## src/rtl/sign_pkg.sv

```systemverilog
// Shared definitions for the sign-flag monitor: class encoding and default widths.
package sign_pkg;

  typedef logic [1:0] class_t;

  localparam class_t CLS_IDLE = 2'b00;
  localparam class_t CLS_POS  = 2'b01;
  localparam class_t CLS_NEG  = 2'b10;
  localparam class_t CLS_ZERO = 2'b11;

  localparam int CNT_W_DEF = 16;
  localparam int RUN_W_DEF = 8;

endpackage

```

## src/rtl/sat_counter.sv

```systemverilog
// Saturating up-counter with synchronous clear and load-to-one.
module sat_counter #(
  parameter int W = 8
) (
  input  logic         clk,
  input  logic         rst_n,
  input  logic         clr,
  input  logic         load1,
  input  logic         inc,
  output logic [W-1:0] q
);

  localparam logic [W-1:0] MAX_VAL = {W{1'b1}};
  localparam logic [W-1:0] ONE_VAL = {{(W-1){1'b0}}, 1'b1};

  // clear wins over load, load wins over increment; increment sticks at all-ones
  always_ff @(posedge clk or negedge rst_n) begin
    if (!rst_n) begin
      q <= {W{1'b0}};
    end else if (clr) begin
      q <= {W{1'b0}};
    end else if (load1) begin
      q <= ONE_VAL;
    end else if (inc && (q != MAX_VAL)) begin
      q <= q + ONE_VAL;
    end else begin
      q <= q;
    end
  end

endmodule

```

## src/rtl/sign_flag_monitor.sv

```systemverilog
// Consumer of the classifier flag pair: mutex check, class statistics,
// run tracking and a request/ack snapshot port.
module sign_flag_monitor
  import sign_pkg::*;
#(
  parameter int CNT_W = CNT_W_DEF,
  parameter int RUN_W = RUN_W_DEF
) (
  input  logic             clk,
  input  logic             rst_n,
  input  logic             in_valid,
  input  logic             positive_flag,
  input  logic             negative_flag,
  input  logic             clear,
  input  logic             snap_req,
  output logic             snap_ack,
  output logic [CNT_W-1:0] snap_pos,
  output logic [CNT_W-1:0] snap_neg,
  output logic [CNT_W-1:0] snap_zero,
  output logic [RUN_W-1:0] run_len,
  output logic [1:0]       cur_class,
  output logic             sign_change,
  output logic             mutex_err
);

  logic             both_s;
  logic             legal_s;
  logic             illegal_s;
  class_t           cls_s;
  class_t           next_class_s;
  logic [CNT_W-1:0] pos_cnt_r;
  logic [CNT_W-1:0] neg_cnt_r;
  logic [CNT_W-1:0] zero_cnt_r;

  // a sample arriving with clear is dropped, whether legal or not
  assign both_s    = positive_flag & negative_flag;
  assign legal_s   = in_valid & ~both_s & ~clear;
  assign illegal_s = in_valid & both_s & ~clear;

  // decode the flag pair into a class
  always_comb begin
    cls_s = CLS_ZERO;
    case ({positive_flag, negative_flag})
      2'b10:   cls_s = CLS_POS;
      2'b01:   cls_s = CLS_NEG;
      2'b00:   cls_s = CLS_ZERO;
      default: cls_s = CLS_ZERO;
    endcase
  end

  sat_counter #(.W(CNT_W)) u_pos_cnt (
    .clk(clk), .rst_n(rst_n), .clr(clear), .load1(1'b0),
    .inc(legal_s && (cls_s == CLS_POS)), .q(pos_cnt_r)
  );

  sat_counter #(.W(CNT_W)) u_neg_cnt (
    .clk(clk), .rst_n(rst_n), .clr(clear), .load1(1'b0),
    .inc(legal_s && (cls_s == CLS_NEG)), .q(neg_cnt_r)
  );

  sat_counter #(.W(CNT_W)) u_zero_cnt (
    .clk(clk), .rst_n(rst_n), .clr(clear), .load1(1'b0),
    .inc(legal_s && (cls_s == CLS_ZERO)), .q(zero_cnt_r)
  );

  sat_counter #(.W(RUN_W)) u_run_cnt (
    .clk(clk), .rst_n(rst_n), .clr(clear),
    .load1(legal_s && (cls_s != cur_class)),
    .inc(legal_s && (cls_s == cur_class)), .q(run_len)
  );

  // class state machine: only a legal sample moves it, clear returns to IDLE
  always_comb begin
    next_class_s = cur_class;
    case (cur_class)
      CLS_IDLE, CLS_POS, CLS_NEG, CLS_ZERO: begin
        if (clear) begin
          next_class_s = CLS_IDLE;
        end else if (legal_s) begin
          next_class_s = cls_s;
        end else begin
          next_class_s = cur_class;
        end
      end
      default: next_class_s = CLS_IDLE;
    endcase
  end

  // class register and change pulse; leaving IDLE is not a change
  always_ff @(posedge clk or negedge rst_n) begin
    if (!rst_n) begin
      cur_class   <= CLS_IDLE;
      sign_change <= 1'b0;
    end else begin
      cur_class   <= next_class_s;
      sign_change <= legal_s && (cur_class != CLS_IDLE) && (cls_s != cur_class);
    end
  end

  // sticky mutex violation flag
  always_ff @(posedge clk or negedge rst_n) begin
    if (!rst_n) begin
      mutex_err <= 1'b0;
    end else if (clear) begin
      mutex_err <= 1'b0;
    end else if (illegal_s) begin
      mutex_err <= 1'b1;
    end else begin
      mutex_err <= mutex_err;
    end
  end

  // snapshot captures counters as held before this edge, so it sees pre-clear values
  always_ff @(posedge clk or negedge rst_n) begin
    if (!rst_n) begin
      snap_ack  <= 1'b0;
      snap_pos  <= {CNT_W{1'b0}};
      snap_neg  <= {CNT_W{1'b0}};
      snap_zero <= {CNT_W{1'b0}};
    end else if (snap_req) begin
      snap_ack  <= 1'b1;
      snap_pos  <= pos_cnt_r;
      snap_neg  <= neg_cnt_r;
      snap_zero <= zero_cnt_r;
    end else begin
      snap_ack  <= 1'b0;
      snap_pos  <= snap_pos;
      snap_neg  <= snap_neg;
      snap_zero <= snap_zero;
    end
  end

endmodule

```

## config.mk

```make
export PLATFORM = sky130hd
export DESIGN_NAME = sign_flag_monitor
export DESIGN_NICKNAME = d
export VERILOG_FILES = /design/src/rtl/sign_pkg.sv /design/src/rtl/sat_counter.sv /design/src/rtl/sign_flag_monitor.sv
export SDC_FILE = /design/constraint.sdc
export NUM_CORES = 1
export LEC_CHECK = 0
export BUFFER_PORTS_ARGS = -buffer_cell sky130_fd_sc_hd__buf_2
export CAP_MARGIN = 20
export CORE_MARGIN = 2
export CORE_UTILIZATION = 52
export DETAILED_ROUTE_END_ITERATION = 10
export GPL_TIMING_DRIVEN = 0
export HOLD_SLACK_MARGIN = 0.12
export PLACE_DENSITY = 0.72
export SLEW_MARGIN = 20
export SYNTH_ARGS = -nofsm -noshare
export SYNTH_HDL_FRONTEND = slang
export SYNTH_SLANG_ARGS = --single-unit
```

## constraint.sdc

```tcl
create_clock -name clk -period 2 [get_ports clk]
set_input_delay 0 -clock clk [delete_from_list [all_inputs] [get_ports clk]]
set_output_delay 0 -clock clk [all_outputs]
set_load 0.03 [all_outputs]
```

==> results.py <==
metrics = {
    "run_status": {
        "outcome": "finished, final reports clean",
    },
    "place": {
        "dpl_worst_slack_ps": -472,
        "post-dp-hpwl_um": 7850,
        "gp_congestion": 0.830,
        "io_buffers": 67,
        "post_dp_cell_area_um2": 5760,
    },
    "timing": {
        "min_period_ps": 1960,
        "relSlewSlack": 0.555,
        "setup_violations": 0,
        "fmax_ghz": 0.511,
        "fin_crit_sh": 0.978,
        "hold_slack_ps": 157,
        "drv_slew": 0,
        "setup_tns_ps": 0,
        "worstMarginPinSlew_ps": 661,
        "hold_violations": 0,
        "fin_worst_skew_ps": 10.5,
        "layout_setup_ws_ps": 43.3,
    },
    "final_layout": {
        "nNetsFinal": 589,
        "area_delta_synth_final_pct": 18.7,
        "diodes": 0,
        "drive_gt1_frac": 0.308,
        "finalInstanceArea_um2": 6210,
    },
    "synth": {
        "synth-seq-cells": 109,
        "synth.avg_cell_area_um2": 11.0,
        "netlist_area_um2": 5230,
        "yosys.area.top_type": "dfrtp_1",
        "yosysMostFrequentCell": "dfrtp_1",
        "synthCells": 476,
        "synthArstFlopShare": 1.00,
        "synth_ff_type": "dfrtp_1",
        "ys_seq_area_frac": 0.522,
        "synth_top_area_frac": 0.522,
        "synth_nets": 492,
        "yosysWarnings": 0,
        "ys_top_cells_by_area": "dfrtp_1 52%, mux2_2 10%, a21oi_1 4.0%, o31ai_1 3.3%, or4_1 3.2%",
        "synth_edf_count": 0,
        "ys_top_cells_by_count": "109 x dfrtp_1, 48 x mux2_2, 42 x a21oi_1",
        "yosysUniqueCellTypes": 48,
    },
    "floorplan": {
        "row_count": 36,
        "start_util": 0.535,
        "core_um2": 9770,
        "die_w_um": 104,
        "io_pins": 68,
        "die_h_um": 104,
        "die_area_um2": 10900,
    },
    "worst_setup_path": {
        "crit_path_end": "u_pos_cnt.q[13]",
        "end_kind": "flop",
        "r2r_end": "u_pos_cnt.q[13]",
        "cp_slowest_cell": "or4_1",
        "critPathBufInv": 1,
        "crit_type": "reg -> reg",
        "crit_fanout": 9,
        "max_stage_delay_ps": 530,
        "worstPathArrival_ps": 2260,
        "cp_top_family": "simple AND/OR/NAND/NOR gates",
        "regToRegSetupSlack_ps": 40,
        "crit_top_cell": "or4_1",
        "r2r_start": "u_pos_cnt.q[2]",
        "cp-startpoint": "u_pos_cnt.q[2]",
        "worstPathCellList": "nand2_1 -> or4_1 -> buf_4 -> or4_1 -> a21oi_1",
        "crit_required_ps": 2300,
        "r2r_cells": 5,
        "cp-start-kind": "flop",
        "worstSetupPathDepth": 5,
    },
    "cts": {
        "clk-insertion-delay-late_ps": 390,
        "htreeDepth": 3,
        "cts_tree": "built",
        "cts_buffers": 9,
        "cts_root_buf": "clkbuf_8",
        "numClockSinks": 109,
        "cts.path.max_buffers": 2,
        "clkTransAtPathRegs_ps": 100,
    },
    "routing": {
        "first_pass_iters": 5,
        "drt-total-wl_um": 11600,
        "drtIter0Drc": 181,
        "vias_per_cell": 5.90,
        "num_vias": 4191,
        "wire_per_inst_um": 16.3,
        "ant_nets": 0,
        "drc": 0,
    },
    "global_routing": {
        "grt_pass1_vias": 3932,
        "overflow": 0,
        "grt_max_degree": 56,
        "grt_pass1_wl_um": 19300,
        "grt_use_total": 0.219,
        "grt_antenna_before_repair": 0,
    },
    "power_and_ir_drop": {
        "p_int_uw": 2780,
        "p_sw_uw": 927,
        "pwr-share-comb": 0.069,
        "p_leak_uw": 0.00286,
        "p_per_area_nw_per_um2": 598,
        "total_power_uw": 3710,
        "swShare": 0.250,
        "power_frac_seq": 0.602,
        "clkPwrFrac": 0.329,
        "peakVddDrop_mv": 0.409,
    },
    "worst_hold_path": {
        "hold_class": "in -> async",
    },
    "flow_run": {
        "max-cap-violations": 0,
    },
}
-- timing repair --
item                                    in CTS  in global routing
pin swaps                                    4                  8
endpoints found under the setup margin      29                 28
resized for setup                           10                 24
hold buffers                                 3                  0
hold endpoints to repair                   111                  0
setup buffers                                6                 10
-- worst register-to-register path: stages, from the launching register on --
cell and delay [ps]:
dfrtp_2 440, nand2_1 90, or4_1 530, buf_4 190, or4_1 470, a21oi_1 170
-- how the worst min path moves through the flow --
| stage | startpoint | endpoint | cells past startpoint | slack [ps] |
|---|---|---|---|---|
| 2_1_floorplan | rst_n | cur_class[0] | 0 | -300 |
| 3_3_place_gp | snap_req | snap_ack | 1 | 150 |
| 3_5_place_dp | rst_n | snap_pos[2] | 1 | -3 |
| 4_1_cts | negative_flag | mutex_err | 4 | 150 |
| 5_1_grt | rst_n | u_pos_cnt.q[4] | 2 | 210 |
| 6_report | rst_n | u_pos_cnt.q[4] | 2 | 160 |
-- logic make-up (layout without fill, tap and decap cells) --
group                    count (synthesis)  in the layout  synth area share
multiplexers                            58             58             0.124
buffers and inverters                   37            138            0.0282
XOR/XNOR                                 5              5           0.00838
flip-flops                             109            109             0.522
AO/OA/AOI/OAI                           93             93             0.112
adder cells (fa/ha/maj)                  9              9            0.0215
AND/OR/NAND/NOR                        165            165             0.184
-- cell usage in the layout (no fill, tap or decap), types with 4 or more instances in the layout --
| cell | instances |
|---|---|
| dfrtp_1 | 101 |
| buf_2 | 67 |
| mux2_2 | 48 |
| a21oi_1 | 39 |
| nor2_1 | 23 |
| o31ai_1 | 23 |
| or4_1 | 21 |
| buf_4 | 19 |
| nand2_1 | 18 |
| nand3_1 | 16 |
| inv_1 | 14 |
| clkbuf_1 | 14 |
| nand4_1 | 13 |
| or3_1 | 12 |
| o21ai_0 | 12 |
| clkbuf_8 | 10 |
| nor2b_1 | 8 |
| dfrtp_2 | 8 |
| nor4_1 | 7 |
| mux2_1 | 7 |
| nor3_1 | 7 |
| ha_1 | 7 |
| nand2b_1 | 6 |
| and4_1 | 4 |
| nand3b_1 | 4 |
| and2_1 | 4 |
-- sequential cells by signal, indices dropped and copies added, names as in the netlist --
signal        cells
cur_class         2
sign_change       1
u_run_cnt.q       8
snap_ack          1
snap_neg         16
mutex_err         1
u_neg_cnt.q      16
u_pos_cnt.q      16
u_zero_cnt.q     16
snap_pos         16
snap_zero        16
-- power by group through the flow --
stage	sequential (uW)	combinational, uW	clock (uW)
6_report	2230	257	1220
5_1_grt	2240	286	1340
3_3_place_gp	2280	236	0
2_1_floorplan	2300	113	0
4_1_cts	2230	260	1250
3_5_place_dp	2280	248	0
-- stage by stage --
| step | instances | utilization |
|---|---|---|
| floorplan | 476 | - |
| global placement | 676 | 0.586 |
| detailed placement | 677 | 0.590 |
| CTS | 700 | 0.619 |
| global route | 710 | 0.635 |
| finish | 710 | 0.635 |
-- routing by layer --
layer	routed length [um]	part of all wire	track usage
met2	5620	0.48	0.341
met4	212	0.018	0.0898
met1	5270	0.45	0.300
met5	0	0	0
met3	497	0.043	0.0445
-- layout make-up --
cell class | instances | area (um2)
Clock inverter | 3 | 22.5
Tap cell | 133 | 166
Buffer | 21 | 96.3
Clock buffer | 12 | 145
Sequential cell | 109 | 2740
Inverter | 15 | 56.3
Timing Repair Buffer | 87 | 519
Fill cell | 830 | 3570
Multi-Input combinational cell | 330 | 2460
Note: power is estimated with default switching activity, not from simulation.
